**src/rtl/fetch_unit.sv**
```systemverilog
// Instruction fetch stage: owns the PC, reads instruction memory and buffers {instr, pc} for the IR.
// Define PREFETCH_EN for a two-entry buffer (one instruction per cycle); otherwise the buffer holds one word.
module fetch_unit #(
    parameter int                DATA_W   = 16,
    parameter int                ADDR_W   = 16,
    parameter logic [ADDR_W-1:0] RESET_PC = '0
) (
    input  logic              i_clock,
    input  logic              i_reset,
    input  logic              i_pc_load,
    input  logic [ADDR_W-1:0] i_pc_load_value,
    output logic [ADDR_W-1:0] o_mem_addr,
    output logic              o_mem_rd,
    input  logic              i_mem_ready,
    input  logic [DATA_W-1:0] i_mem_data,
    output logic [DATA_W-1:0] o_ir_data,
    output logic [ADDR_W-1:0] o_ir_pc,
    output logic              o_ir_valid,
    input  logic              i_ir_ready,
    output logic              o_fetch_busy
);

`ifdef PREFETCH_EN
    localparam int DEPTH = 2;
`else
    localparam int DEPTH = 1;
`endif

    typedef enum logic [1:0] {S_EMPTY, S_PART, S_FULL} state_t;

    state_t            r_state;
    state_t            w_next;
    logic [ADDR_W-1:0] r_pc;
    logic [DATA_W-1:0] r_buf_data [2];
    logic [ADDR_W-1:0] r_buf_pc   [2];
    logic              w_push;
    logic              w_pop;
    logic              w_head_free;

    // Read request depends only on registered occupancy, gated off while reset is held.
    assign o_mem_rd     = !i_reset && (r_state != S_FULL);
    assign o_mem_addr   = r_pc;
    assign o_fetch_busy = o_mem_rd && !i_mem_ready;
    assign o_ir_valid   = (r_state != S_EMPTY);
    assign o_ir_data    = r_buf_data[0];
    assign o_ir_pc      = r_buf_pc[0];

    assign w_push      = o_mem_rd && i_mem_ready && !i_pc_load;
    assign w_pop       = o_ir_valid && i_ir_ready;
    assign w_head_free = (r_state == S_EMPTY) || w_pop;

    always_ff @(posedge i_clock or posedge i_reset) begin
        if (i_reset) begin
            r_state <= S_EMPTY;
        end else begin
            r_state <= w_next;
        end
    end

    always_comb begin
        w_next = r_state;
        if (i_pc_load) begin
            w_next = S_EMPTY;
        end else if (w_push && !w_pop) begin
            case (r_state)
                S_EMPTY: w_next = (DEPTH == 2) ? S_PART : S_FULL;
                S_PART:  w_next = S_FULL;
                default: w_next = r_state;
            endcase
        end else if (w_pop && !w_push) begin
            case (r_state)
                S_FULL:  w_next = (DEPTH == 2) ? S_PART : S_EMPTY;
                S_PART:  w_next = S_EMPTY;
                default: w_next = r_state;
            endcase
        end
    end

    always_ff @(posedge i_clock or posedge i_reset) begin
        if (i_reset) begin
            r_pc <= RESET_PC;
            for (int i = 0; i < 2; i++) begin
                r_buf_data[i] <= '0;
                r_buf_pc[i]   <= '0;
            end
        end else if (i_pc_load) begin
            // Redirect wins: any same-cycle transfer is dropped and the PC is not advanced.
            r_pc <= i_pc_load_value;
        end else begin
            if (w_pop && r_state == S_FULL && DEPTH == 2) begin
                r_buf_data[0] <= r_buf_data[1];
                r_buf_pc[0]   <= r_buf_pc[1];
            end
            if (w_push) begin
                r_pc <= r_pc + ADDR_W'(1);
                if (w_head_free) begin
                    r_buf_data[0] <= i_mem_data;
                    r_buf_pc[0]   <= r_pc;
                end else begin
                    r_buf_data[1] <= i_mem_data;
                    r_buf_pc[1]   <= r_pc;
                end
            end
        end
    end

endmodule

```
**config.mk**
```make
export PLATFORM = sky130hd
export DESIGN_NAME = fetch_unit
export DESIGN_NICKNAME = d
export VERILOG_FILES = /design/src/rtl/fetch_unit.sv
export SDC_FILE = /design/constraint.sdc
export NUM_CORES = 1
export LEC_CHECK = 0
export BUFFER_PORTS_ARGS = -buffer_cell sky130_fd_sc_hd__buf_2
export CAP_MARGIN = 25
export CORE_MARGIN = 5
export CORE_UTILIZATION = 38
export CTS_BUF_LIST = sky130_fd_sc_hd__clkbuf_8
export DETAILED_ROUTE_END_ITERATION = 12
export GPL_ROUTABILITY_DRIVEN = 0
export PLACE_DENSITY = 0.66
export SLEW_MARGIN = 20
export SYNTH_ARGS = -nofsm -noshare
export SYNTH_HDL_FRONTEND = slang
export SYNTH_SLANG_ARGS = --single-unit
```
**constraint.sdc**
```tcl
create_clock -name i_clock -period 2.9 [get_ports i_clock]
set_input_delay 0.29 -clock i_clock [delete_from_list [all_inputs] [get_ports i_clock]]
set_output_delay 0.29 -clock i_clock [all_outputs]
set_load 0.02 [all_outputs]
```
==> impl_metrics.toml <==
[outcome]
status = "finished clean"

[place]
portBuffers = 87
hpwlAfterDp_um = 3510

[timing]
tightest_slew_ns = 0.822
period_share_pct = 79.4
rsz0062_at_grt = "false"
finClkSkew_ns = 0.00537
drv_slew = 0
slew_headroom_pct = 45.2
max_freq_mhz = 434
setup-violations-final = 0
final_hold_viol_count = 0
fin_setup_tns_ns = 0
fin_crit_ns = 2.30

[setup_path]
r2r_slack_ns = 0.60
path_cells = "or3b_1 > or4_4 > o31a_1 > o31a_1"
worst-setup-path-type = "flop to flop"
r2r-end = "o_mem_addr[15]"
critPathBufInv = 0
r2r_start = "r_state[1]"
crit_arrival_ns = 2.49
start_kind = "flop"
reg2reg_depth = 4
cpMaxStageDelayCell = "or4_4"
crit_top_cell = "o31a_1"
worstPathRequired_ns = 3.08
cp_max_fo = 10
critPathMaxStageDelay_ns = 0.63
critPathTopFamily = "simple AND/OR/NAND/NOR gates"
critPathCaptureType = "flop"

[finish]
nets = 302
final_util_pct = 51.0
drive_above_1_share_pct = 50.2
area_growth_pct = 30.7
antenna_cells = 0
fillCellCount = 520

[power]
power.switching_mw = 0.601
p_sw_share_pct = 30.5
ir_drop_uv = 340
p_per_area_nw_per_um2 = 705
clkPwrFrac_pct = 28.7
seqPwrFrac_pct = 45.3
p_comb_share_pct = 26.1
internal_power_mw = 1.37
p_leak_nw = 1.30

[floorplanning]
die_w_um = 85.0
fp.dieH_um = 85.0
die_area_um2 = 7220
start_util_pct = 39.0
core.rowCount = 27
coreArea_um2 = 5470
io_pins = 88

[job]
cap_violations = 0

[logic_synthesis]
synthesis.area_um2 = 2130
synth_flop_cell = "dfrtp_1"
synth_edf_count = 0
seq_area_frac_synth_pct = 57.4
synth-async-reset-ratio_pct = 100
yosys.area.top_type_share_pct = 57.4
synth_area_leaders = "dfrtp_1, mux2_2, xnor2_1"
ys_warn_count = 0
post-synth-top-count-cell = "dfrtp_1"
synth_largest_area_cell = "dfrtp_1"
avgSynthCellArea_um2 = 12.1
syn_nets = 214
ys_ff_latch = 49
synth_cell_types = 29
syn_inst = 176
synth_commonest_cells = "dfrtp_1, mux2_2, nand2_1, o21ai_0, xnor2_1"

[route]
wl_per_cell_um = 14.1
dr.first_iter.drc_count = 54
ant_nets = 0
wl_um = 4770
num_vias = 1612
drc = 0
vias_per_cell = 4.78
drt-pass1-iter-count = 4

[clock_tree]
clk_pin_slew_ns = 0.08
htreeDepth = 2
ctsResizeCount = 0
cts_hold_buffers = 0
root_buffer = "clkbuf_8"
cts_setup_buffers = 0
cts_tree = "done"
numClockSinks = 49
cts_buffers = 5
clock_path_buffers = 2
clk_latency_ns = 0.30

[grt]
grt_max_degree = 50
grt-ovfl-total = 0
grt_pass1_wl_um = 8340
grtUsageTotal_pct = 14.2
grt_pass1_vias = 1709
antenna_found_initial = 0

[min_path]
hold_path_class = "primary input to async pin"
## cell usage in the layout (no fill, tap or decap), types with 2 or more instances in the layout
cell type / Yosys / routed
nor3_1: 6 / 6
clkbuf_8: 0 / 5
o21ai_0: 11 / 11
o31a_1: 2 / 2
nand3_1: 4 / 4
inv_1: 7 / 6
nor2_1: 7 / 6
mux2i_1: 2 / 2
nand2_1: 15 / 15
xnor2_1: 9 / 9
nand4_1: 5 / 5
dfrtp_1: 49 / 49
buf_2: 3 / 87
bufinv_16: 0 / 2
or3_1: 2 / 2
a31oi_1: 2 / 2
clkinv_2: 0 / 2
nor4_1: 3 / 3
mux2_2: 33 / 33
## power groups by stage
stage	sequential [mW]	combinational, mW	clock [mW]
2_1_floorplan	1.06	0.170	0
3_3_place_gp	0.899	0.517	0
3_5_place_dp	0.906	0.523	0
4_1_cts	0.893	0.524	0.588
5_1_grt	0.914	0.558	0.618
6_report	0.890	0.513	0.563
## metrics by stage
| stage | total power, mW | instances | hold WS, ns | worst slack [ns] | area, µm² |
|---|---|---|---|---|---|
| 2_1_floorplan | 1.23 | 176 | 0.410 | 0.674 | 2130 |
| 3_3_place_gp | 1.42 | 329 | 0.484 | 0.671 | 2650 |
| 3_5_place_dp | 1.43 | 329 | 0.490 | 0.622 | 2650 |
| 4_1_cts | 2.00 | 337 | 0.184 | 0.600 | 2790 |
| 5_1_grt | 2.09 | 337 | 0.189 | 0.531 | 2790 |
| 6_report | 1.97 | 337 | 0.149 | 0.598 | 2790 |
## routing by layer
layer	wire, µm	global-route usage, %	part of all wire [%]	vias to the layer above
met5	0	0	0	-
met4	62	4.32	1.3	0
met3	293	3.88	6.1	7
met2	2260	23.2	47	47
met1	2150	18.4	45	765
li1	-	-	-	793
## cell type report
class	count	area, µm²	share of cell area (%)
multi-input combinational	112	848	30.4
timing repair buffer	89	463	16.6
inverter	7	27.5	0.987
tap	72	90.1	3.23
clock inverter	3	65.1	2.33
sequential	49	1230	44.0
clock buffer	5	68.8	2.47
## kinds of logic (layout without fill, tap and decap cells)
| logic type | after synthesis | after routing | share of synthesized area (%) |
|---|---|---|---|
| AO/OA/AOI/OAI | 19 | 19 | 5.28 |
| multiplexers | 35 | 35 | 18.3 |
| AND/OR/NAND/NOR | 47 | 47 | 11.1 |
| flip-flops | 49 | 49 | 57.4 |
| XOR/XNOR | 10 | 10 | 4.10 |
| buffers and inverters | 15 | 104 | 3.17 |
| adder cells (fa/ha/maj) | 1 | 1 | 0.586 |
## state kept, by name (all words and copies together), names as in the netlist
signal	cells
o_ir_pc	16
r_state	1
o_mem_addr	16
o_ir_data	16
## how the worst max path moves through the flow
stage	startpoint	endpoint	slack, ns	cells past startpoint
3_5_place_dp	r_state[1]	o_mem_addr[15]	0.62	4
5_1_grt	r_state[1]	o_mem_addr[15]	0.53	4
3_3_place_gp	r_state[1]	o_mem_addr[15]	0.67	4
2_1_floorplan	r_state[1]	o_mem_addr[15]	0.67	5
4_1_cts	r_state[1]	o_mem_addr[15]	0.60	4
6_report	r_state[1]	o_mem_addr[15]	0.60	4
(Power assumes the default switching activity.)
